`config.mk`:
```
export PLATFORM = sky130hd
export DESIGN_NAME = matmul_operand_feeder
export DESIGN_NICKNAME = d
export VERILOG_FILES = /design/src/rtl/matmul_pkg.sv /design/src/rtl/matmul_skew_lane.sv /design/src/rtl/matmul_operand_feeder.sv
export SDC_FILE = /design/constraint.sdc
export NUM_CORES = 1
export LEC_CHECK = 0
export CAP_MARGIN = 40
export CORE_MARGIN = 5
export CORE_UTILIZATION = 49
export DETAILED_ROUTE_END_ITERATION = 10
export GPL_TIMING_DRIVEN = 0
export PLACE_DENSITY = 0.79
export SLEW_MARGIN = 20
export SYNTH_ARGS = -nofsm -noshare
export SYNTH_HDL_FRONTEND = slang
export SYNTH_SLANG_ARGS = --single-unit
```
`constraint.sdc`:
```
create_clock -name clk_i -period 2.14 [get_ports clk_i]
set_input_delay 0.535 -clock clk_i [delete_from_list [all_inputs] [get_ports clk_i]]
set_output_delay 0.535 -clock clk_i [all_outputs]
set_load 0.005 [all_outputs]
```
`src/rtl/matmul_pkg.sv`:
```
// Shared definitions for the matmul datapath: feeder state encoding and
// operand-geometry helpers used by the feeder and the calculator benches.
package matmul_pkg;

  typedef enum logic [1:0] {
    ST_IDLE  = 2'd0,
    ST_FEED  = 2'd1,
    ST_DRAIN = 2'd2,
    ST_DONE  = 2'd3
  } feeder_state_e;

  // Number of elements that fit side by side on one calculator bus.
  function automatic int calc_max_dim(input int bus_width, input int data_width);
    return bus_width / data_width;
  endfunction

  // LSB of element (row, col) inside a row-major flattened matrix.
  function automatic int elem_lsb(input int row, input int col, input int dim,
                                  input int data_width);
    return ((row * dim) + col) * data_width;
  endfunction

endpackage

```
`src/rtl/matmul_skew_lane.sv`:
```
// One skewed lane: picks element (step - LANE) of a latched row/column,
// or zero when that index falls outside the vector.
module matmul_skew_lane #(
  parameter int DATA_WIDTH = 8,
  parameter int MAX_DIM    = 2,
  parameter int LANE       = 0,
  parameter int STEP_W     = 2
) (
  input  logic [MAX_DIM*DATA_WIDTH-1:0] i_vec,
  input  logic [STEP_W-1:0]             i_step,
  output logic [DATA_WIDTH-1:0]         o_elem
);

  logic [DATA_WIDTH-1:0] w_elem;

  // At most one position matches the step, so OR-ing gated elements forms the mux.
  always_comb begin
    w_elem = '0;
    for (int j = 0; j < MAX_DIM; j++) begin
      w_elem = w_elem | (i_vec[j*DATA_WIDTH +: DATA_WIDTH]
                         & {DATA_WIDTH{i_step == STEP_W'(j + LANE)}});
    end
  end

  assign o_elem = w_elem;

endmodule

```
`src/rtl/matmul_operand_feeder.sv`:
```
// Latches A/B operands on start and streams them as diagonal wavefronts into
// matmul_calculator, then waits for its done and reports completion/timeout.
module matmul_operand_feeder
  import matmul_pkg::*;
#(
  parameter int DATA_WIDTH = 8,
  parameter int BUS_WIDTH  = 16,
  parameter int DRAIN_MAX  = 8,
  localparam int MAX_DIM   = calc_max_dim(BUS_WIDTH, DATA_WIDTH),
  localparam int MAT_W     = DATA_WIDTH * MAX_DIM * MAX_DIM,
  localparam int STEP_W    = $clog2(2 * MAX_DIM)
) (
  input  logic                 clk_i,
  input  logic                 rst_ni,
  input  logic                 start_i,
  input  logic                 mode_i,
  input  logic [MAT_W-1:0]     a_mat_i,
  input  logic [MAT_W-1:0]     b_mat_i,
  input  logic                 array_done_i,
  output logic [BUS_WIDTH-1:0] a_o,
  output logic [BUS_WIDTH-1:0] b_o,
  output logic                 start_bit_o,
  output logic                 mode_bit_o,
  output logic                 busy_o,
  output logic                 done_o,
  output logic                 err_o,
  output logic [STEP_W-1:0]    step_o
);

  localparam int WAIT_W = $clog2(DRAIN_MAX + 1);
  localparam logic [STEP_W-1:0] LAST_K     = STEP_W'(2 * MAX_DIM - 2);
  localparam logic [WAIT_W-1:0] DRAIN_LAST = WAIT_W'(DRAIN_MAX - 1);

  feeder_state_e          r_state;
  logic [MAT_W-1:0]       r_a_mat;
  logic [MAT_W-1:0]       r_b_mat;
  logic [STEP_W-1:0]      r_k;
  logic [WAIT_W-1:0]      r_wait;
  logic [BUS_WIDTH-1:0]   r_a_bus;
  logic [BUS_WIDTH-1:0]   r_b_bus;
  logic                   r_start_bit;
  logic                   r_mode;
  logic                   r_busy;
  logic                   r_done;
  logic                   r_err;

  logic                   w_accept;
  logic [MAT_W-1:0]       w_a_src;
  logic [MAT_W-1:0]       w_b_src;
  logic [STEP_W-1:0]      w_k_src;
  logic [BUS_WIDTH-1:0]   w_a_bus;
  logic [BUS_WIDTH-1:0]   w_b_bus;

  // On accept the k=0 wavefront is taken from the inputs so it is registered at T+1.
  always_comb begin
    w_accept = start_i & ((r_state == ST_IDLE) | (r_state == ST_DONE));
    if (w_accept) begin
      w_a_src = a_mat_i;
      w_b_src = b_mat_i;
      w_k_src = '0;
    end else begin
      w_a_src = r_a_mat;
      w_b_src = r_b_mat;
      w_k_src = r_k + STEP_W'(1);
    end
  end

  for (genvar g_l = 0; g_l < MAX_DIM; g_l++) begin : g_lane
    logic [MAX_DIM*DATA_WIDTH-1:0] w_a_row;
    logic [MAX_DIM*DATA_WIDTH-1:0] w_b_col;

    for (genvar g_j = 0; g_j < MAX_DIM; g_j++) begin : g_elem
      localparam int A_LSB = elem_lsb(g_l, g_j, MAX_DIM, DATA_WIDTH);
      localparam int B_LSB = elem_lsb(g_j, g_l, MAX_DIM, DATA_WIDTH);
      assign w_a_row[g_j*DATA_WIDTH +: DATA_WIDTH] = w_a_src[A_LSB +: DATA_WIDTH];
      assign w_b_col[g_j*DATA_WIDTH +: DATA_WIDTH] = w_b_src[B_LSB +: DATA_WIDTH];
    end

    matmul_skew_lane #(
      .DATA_WIDTH (DATA_WIDTH),
      .MAX_DIM    (MAX_DIM),
      .LANE       (g_l),
      .STEP_W     (STEP_W)
    ) u_a_lane (
      .i_vec  (w_a_row),
      .i_step (w_k_src),
      .o_elem (w_a_bus[g_l*DATA_WIDTH +: DATA_WIDTH])
    );

    matmul_skew_lane #(
      .DATA_WIDTH (DATA_WIDTH),
      .MAX_DIM    (MAX_DIM),
      .LANE       (g_l),
      .STEP_W     (STEP_W)
    ) u_b_lane (
      .i_vec  (w_b_col),
      .i_step (w_k_src),
      .o_elem (w_b_bus[g_l*DATA_WIDTH +: DATA_WIDTH])
    );
  end

  // Control FSM with registered outputs; reset overrides every state.
  always_ff @(posedge clk_i) begin
    if (!rst_ni) begin
      r_state     <= ST_IDLE;
      r_a_mat     <= '0;
      r_b_mat     <= '0;
      r_k         <= '0;
      r_wait      <= '0;
      r_a_bus     <= '0;
      r_b_bus     <= '0;
      r_start_bit <= 1'b0;
      r_mode      <= 1'b0;
      r_busy      <= 1'b0;
      r_done      <= 1'b0;
      r_err       <= 1'b0;
    end else begin
      r_start_bit <= 1'b0;
      r_done      <= 1'b0;
      case (r_state)
        ST_IDLE, ST_DONE: begin
          if (w_accept) begin
            r_a_mat     <= a_mat_i;
            r_b_mat     <= b_mat_i;
            r_mode      <= mode_i;
            r_err       <= 1'b0;
            r_k         <= '0;
            r_a_bus     <= w_a_bus;
            r_b_bus     <= w_b_bus;
            r_start_bit <= 1'b1;
            r_busy      <= 1'b1;
            r_state     <= ST_FEED;
          end else begin
            r_a_bus <= '0;
            r_b_bus <= '0;
            r_busy  <= 1'b0;
            r_state <= ST_IDLE;
          end
        end
        ST_FEED: begin
          if (r_k == LAST_K) begin
            r_a_bus <= '0;
            r_b_bus <= '0;
            r_wait  <= '0;
            r_state <= ST_DRAIN;
          end else begin
            r_k     <= w_k_src;
            r_a_bus <= w_a_bus;
            r_b_bus <= w_b_bus;
          end
        end
        ST_DRAIN: begin
          r_a_bus <= '0;
          r_b_bus <= '0;
          // Completion is checked first so a done on the limit cycle is not an error.
          if (array_done_i) begin
            r_done  <= 1'b1;
            r_busy  <= 1'b0;
            r_state <= ST_DONE;
          end else if (r_wait == DRAIN_LAST) begin
            r_done  <= 1'b1;
            r_err   <= 1'b1;
            r_busy  <= 1'b0;
            r_state <= ST_DONE;
          end else begin
            r_wait <= r_wait + WAIT_W'(1);
          end
        end
        default: begin
          r_a_bus <= '0;
          r_b_bus <= '0;
          r_busy  <= 1'b0;
          r_state <= ST_IDLE;
        end
      endcase
    end
  end

  assign a_o         = r_a_bus;
  assign b_o         = r_b_bus;
  assign start_bit_o = r_start_bit;
  assign mode_bit_o  = r_mode;
  assign busy_o      = r_busy;
  assign done_o      = r_done;
  assign err_o       = r_err;
  assign step_o      = r_k;

endmodule

```
==> results.json <==
{
  "status": "finished, final reports clean",
  "placed_area_um2": 5583,
  "arrival_ns": 2.27,
  "hold_path.class": "reg2reg",
  "power_mw": 5.689,
  "cts_made_buffers": 9,
  "avgSynthCellArea_um2": 8.932,
  "nets": 681,
  "cts_hold_buf": 0,
  "io_buffers": 107,
  "async_flop_share_pct": 0,
  "grt_usage_pct": 20.11,
  "design_area_um2": 5809,
  "yosys.area.top_type": "dfxtp_1",
  "wirelength_um": 11000,
  "final_cells": 721,
  "dieArea_um2": 10920,
  "drt_iter0_drc": 143,
  "endpoint_kind": "flip-flop",
  "ys_seq_elements": 109,
  "vias": 3795,
  "ctsRootBufferMaster": "clkbuf_8",
  "synth_area_leaders": "dfxtp_1, nand2_1, a21boi_0, a21boi_1, mux2_2",
  "synth_area_um2": 4377,
  "synth_top_area_share_pct": 49.86,
  "overflow": 0,
  "setup_viol": 0,
  "wl_per_cell_um": 15.26,
  "row_count": 34,
  "viasPerCell": 5.264,
  "die_w_um": 104.5,
  "grt_max_degree": 21,
  "core_region_area_um2": 8721,
  "start_kind": "flip-flop",
  "synth_cell_types": 39,
  "fin_crit_ns": 1.994,
  "cts.sinks": 109,
  "ctsHtreeMaxLevel": 3,
  "synth_ff_type": "dfxtp_1",
  "worstSetupPathType": "reg2reg",
  "worstPathRequired_ns": 2.41,
  "fillers": 692,
  "dp_cells": 705,
  "grt_first_pass_wirelength_um": 17990,
  "leakage_nw": 2.188,
  "syn2layout_area_growth_pct": 32.73,
  "max_slew.worst_pin.slew_ns": 0.4858,
  "ioPinCount": 108,
  "drt_drc_violations_left": 0,
  "vdd_drop_max_mv": 0.5300,
  "clkTransAtPathRegs_ns": 0.11,
  "ys_seq_area_share_pct": 49.86,
  "ys_warn_count": 0,
  "dieHeight_um": 104.5,
  "hpwlAfterDp_um": 8085,
  "cts_max_path_buffers": 2,
  "antenna_found_initial": 0,
  "period_share_pct": 93.19,
  "max_slew_margin_pct": 67.61,
  "max-cap-violations": 0,
  "max_freq_mhz": 501.4,
  "grt_pass1_vias": 3665,
  "whs_ns": 0.4581,
  "final_antenna_net_count": 0,
  "netlist_instances": 490,
  "initial_core_util_pct": 50.19,
  "finalClockSkew_ns": 0.01293,
  "tns_ns": 0,
  "cts_tree": "built",
  "power_density_nw_per_um2": 979.2,
  "layout-drive-gt1-share_pct": 10.93,
  "cp_max_fo": 10,
  "slew_violations": 0,
  "clk_latency_ns": 0.39,
  "gp_congestion": 0.8402,
  "drt_first_pass_iters": 4,
  "synth-edff-count": 0,
  "syn_nets": 563,
  "insertedDiodeCount": 0,
  "hold_violations": 0
}
state kept, by name, indices dropped and copies added, names as in the netlist:
signal / count
r_state: 2
b_o: 16
r_a_mat: 32
done_o: 1
a_o: 16
busy_o: 1
r_wait: 4
mode_bit_o: 1
step_o: 2
r_b_mat: 32
start_bit_o: 1
err_o: 1
path summary, 6_finish.rpt:
path / end / cells past startpoint / slack (ns) / from
hold / removal: r_a_mat[13] / 2 / 0.46 / r_a_mat[13]
hold reg to reg: r_a_mat[13] / 2 / 0.46 / r_a_mat[13]
setup / recovery: b_o[15] / 8 / 0.15 / step_o[0]
setup reg to reg: b_o[15] / 8 / 0.15 / step_o[0]
cell type report:
class                   instances  area [µm²]  area share, %
plain buffers                  36       227.7          3.920
flip-flops and latches        109        2182          37.56
repair buffers                107        1071          18.44
clock buffers                   9       123.9          2.132
inverters                       7       26.28         0.4523
well taps                     108       135.1          2.326
clock inverters                 7       87.58          1.508
multi-input cells             338        1956          33.66
report_power, final:
part           switching, mW  internal (mW)  leakage [nW]
Clock                  0.761          0.570         0.108
Combinational           1.04          0.829          1.19
Sequential             0.155           2.34         0.890
critical path, stage by stage, from the launching register on:
cell and delay (ns):
dfxtp_1 0.41, buf_2 0.27, inv_1 0.07, ha_1 0.34, nor2b_1 0.15, clkbuf_2 0.17
buf_2 0.21, a22oi_1 0.20, nor2_1 0.06
metal layers:
metal  wire (µm)  up-vias  track usage, %
li1            -     1863               -
met1        4802     1776           26.21
met2        5207      141           32.44
met3         811       15           4.904
met4         176        0           7.216
met5           0        -               0
metrics by stage:
| stage | util (%) | setup slack [ns] |
|---|---|---|
| 2_1_floorplan | - | 0.4181 |
| 3_3_place_gp | 64.02 | 0.05056 |
| 3_5_place_dp | 64.02 | 0.01596 |
| 4_1_cts | 66.44 | 0.03017 |
| 5_1_grt | 66.61 | -0.002893 |
| 6_report | 66.61 | 0.1458 |
cells in the mapped netlist (2+ instances only):
master and number:
o2111ai_1 2, clkbuf_1 9, buf_4 4, o22ai_1 2
a21boi_1 29, buf_6 3, mux2_2 16, a21boi_0 39
nor2_1 16, nand3b_1 4, and2_1 3, nor2b_1 5
and2b_1 2, nand3_1 4, inv_1 7, dfxtp_1 109
a21oi_1 16, nor3b_1 3, a22oi_1 16, nand2_1 154
o21ai_0 6, buf_8 2, mux2i_1 5, buf_2 16
ha_1 4
kinds of logic after synthesis:
logic type                 after synthesis  synth area share [%]
buffers and inverters                   43                 5.746
AOI/OAI and AO/OA                      116                 19.01
adders and majority gates                4                 1.144
and+or+nand+nor                        197                 18.98
DFF                                    109                 49.86
muxes                                   21                 5.260
repair_timing:
item                       CTS  global route
setup endpoints to repair    0            19
setup buffers                0             0
gates resized for setup      0             5
cells in the final DEF (no fill, tap or decap), types with 2 or more instances in the layout:
cell	count
inv_8	2
nor2b_1	5
nor3b_1	3
o21ai_0	6
dfxtp_1	109
buf_4	4
nand3b_1	4
buf_6	3
nor2_1	16
a21oi_1	16
and2b_1	2
buf_8	2
clkdlybuf4s50_1	107
inv_6	2
clkbuf_8	10
mux2i_1	5
nand2_1	154
a22oi_1	16
a21boi_1	29
nand3_1	3
o22ai_1	2
ha_1	4
buf_2	16
inv_1	7
mux2_2	16
and2_1	3
a21boi_0	39
clkinv_4	2
o2111ai_1	2
clkbuf_1	8
clkbuf_2	2
(Power assumes the default switching activity.)
==> variant (same settings) <==
The 4 states of `feeder_state_e` get a one-hot encoding in 4 bits.
--- a/src/rtl/matmul_pkg.sv
+++ b/src/rtl/matmul_pkg.sv
@@ -4,7 +4,7 @@
 
-  typedef enum logic [1:0] {
-    ST_IDLE  = 2'd0,
-    ST_FEED  = 2'd1,
-    ST_DRAIN = 2'd2,
-    ST_DONE  = 2'd3
+  typedef enum logic [3:0] {
+    ST_IDLE  = 4'b0001,
+    ST_FEED  = 4'b0010,
+    ST_DRAIN = 4'b0100,
+    ST_DONE  = 4'b1000
   } feeder_state_e;
Formal check against the unedited RTL: same outputs for any inputs over 4 cycles, from zero or initial values and one cycle with rst_ni low; so few cycles prove little.
==> variant against the unedited design <==
Sequential cell count is 2 higher; count of clock-buffer cells in the layout up 4; area after synthesis rose by 4.8%; setup slack worse by 81 ps; maximum frequency is 3.9% lower; global-route usage is 2.4 points higher; first-iteration DRC count grew 94%; routed wire length increased by 17%; cell area up 4.4%; highest routed layer unchanged.
Power is not compared: it rests on default switching activity, and its combinational part moved more than twofold at a synthesized area within 25%.
==> variant: results (changes against the unedited design) <==
| Metric | Value |
|---|---|
| First-pass GRT wire length | 20,700 µm (+15%) |
| Capturing point of the worst reg2reg path | b_o[5] |
| Vias in the first global route | 4,278 (+17%) |
| Commonest cells in the netlist | 111 x dfxtp_1, 72 x o21ai_0, 66 x nand3_1 |
| Largest net degree at the start of global routing | 18 (-14%) |
| CP Launch Point | start_i |
| Top flop regs | r_a_mat (32), r_b_mat (32) |
| Seq/Total Area, Yosys | 48.4% (-1.4 points) |
| Reg2reg setup slack | 160 ps |
| WHS | 489 ps (+30.6 ps) |
| Final Worst Setup Slack | 64.6 ps (-81.1 ps) |
| Root buf cell | clkbuf_8 |
| Peak supply drop | 0.353 mV |
| Worst Skew | 10.2 ps (-2.69 ps) |
| I/O Buffers | 107 (unchanged) |
| Vias per cell | 5.86 (+11%) |
| Hold WC Path Type | flop to flop |
| Biggest cell delay along the critical path | 660 ps (+250 ps) |
| Placer Congestion | 0.840 (about the same) |
| # nets final | 689 (+1.2%) |
| Post-synthesis cell type count | 42 (+7.7%) |
| Place WS | -523 ps (-539 ps) |
| WS Path Type | input port to flop |
| Tot GR Track Use | 22.5% (+2.4 points) |
| Initial DRC Count | 278 (+94%) |
| Share of cells above drive strength 1 | 10.8% (-0.18 points) |
| Run status | finished clean |
| Post-synth net total | 573 (+1.8%) |
| Hold_sp | r_a_mat[6] |
| Synth area leaders | dfxtp_1 48%, a21boi_0 10%, o21ai_0 7.9% |
| TritonRoute pass-1 iters | 5 (+1) |
| Routed len/inst | 17.5 µm (+15%) |
| Crit path DAT | 2370 ps (+100 ps) |
| Detailed Place HPWL | 9170 µm (+13%) |
| Max-Slew Margin vs Limit | 52.2% (-15 points) |
| Worst hold path endpoint | r_a_mat[6] |
| Slowest cell on crit path | nor4bb_1 |
| Critical Path Fanout Max | 10 (unchanged) |
| Clock Latency Late Sink | 370 ps (-20 ps) |
| Register-to-Register Path Depth | 8 (unchanged) |
==> variant: changes by cell type after synthesis, moves of 9 or more <==
cell	before	now
o211ai_1	1	19
nand2_1	154	4
buf_2	16	7
clkbuf_1	9	34
buf_1	1	11
a21boi_0	39	62
a21boi_1	29	3
o21ai_0	6	72
nand3_1	4	66
==> variant: stage by stage <==
stage | cells | cell area (µm²)
after floorplan | 502 | 4590
after global placement | 720 | 5800
after detailed placement | 720 | 5800
after CTS | 736 | 6040
after global routing | 734 | 6070
final | 734 | 6070
==> variant: worst reg2reg max path, cell delays in order (launching register included) <==
cell and delay [ps]:
dfxtp_2 360, buf_6 180, inv_1 80, ha_2 250, nor4b_4 70, buf_4 160
o31ai_4 380, clkbuf_4 320, a21oi_1 70
==> variant: logic make-up (layout without fill, tap and decap cells) <==
family	after synthesis	in the layout	synth area share, %
simple gates	110	110	13.1
mux	18	18	4.36
fa+ha+maj	2	2	0.545
buf+inv	59	180	5.26
compound gates	200	200	27.9
flops	111	111	48.4
xor+xnor	2	2	0.382
==> variant: layout make-up <==
type,count,area (µm²)
tap,111,139
multi-input combinational,332,2170
clock inverter,3,22.5
timing repair buffer,109,1090
clock buffer,13,169
inverter,5,18.8
fill,779,3130
buffer,50,241
sequential,111,2220
==> variant: routing by layer <==
metal	part of all wire (%)	global-route usage [%]
met1	41	28.5
met2	49	38.0
met3	7.1	5.06
met4	2.1	7.58
met5	0	0
==> variant: what timing repair did <==
action | in CTS | in global routing
hold endpoints to repair | 0 | 0
pin swaps | 1 | 2
resized for setup | 16 | 22
endpoints found under the setup margin | 39 | 83
buffers inserted | 1 | 1
==> variant: power by group <==
group,switching [mW],internal [mW]
Combinational,0.306,0.289
Sequential,0.0481,2.16
Clock,0.701,0.528
Total,1.06,2.98
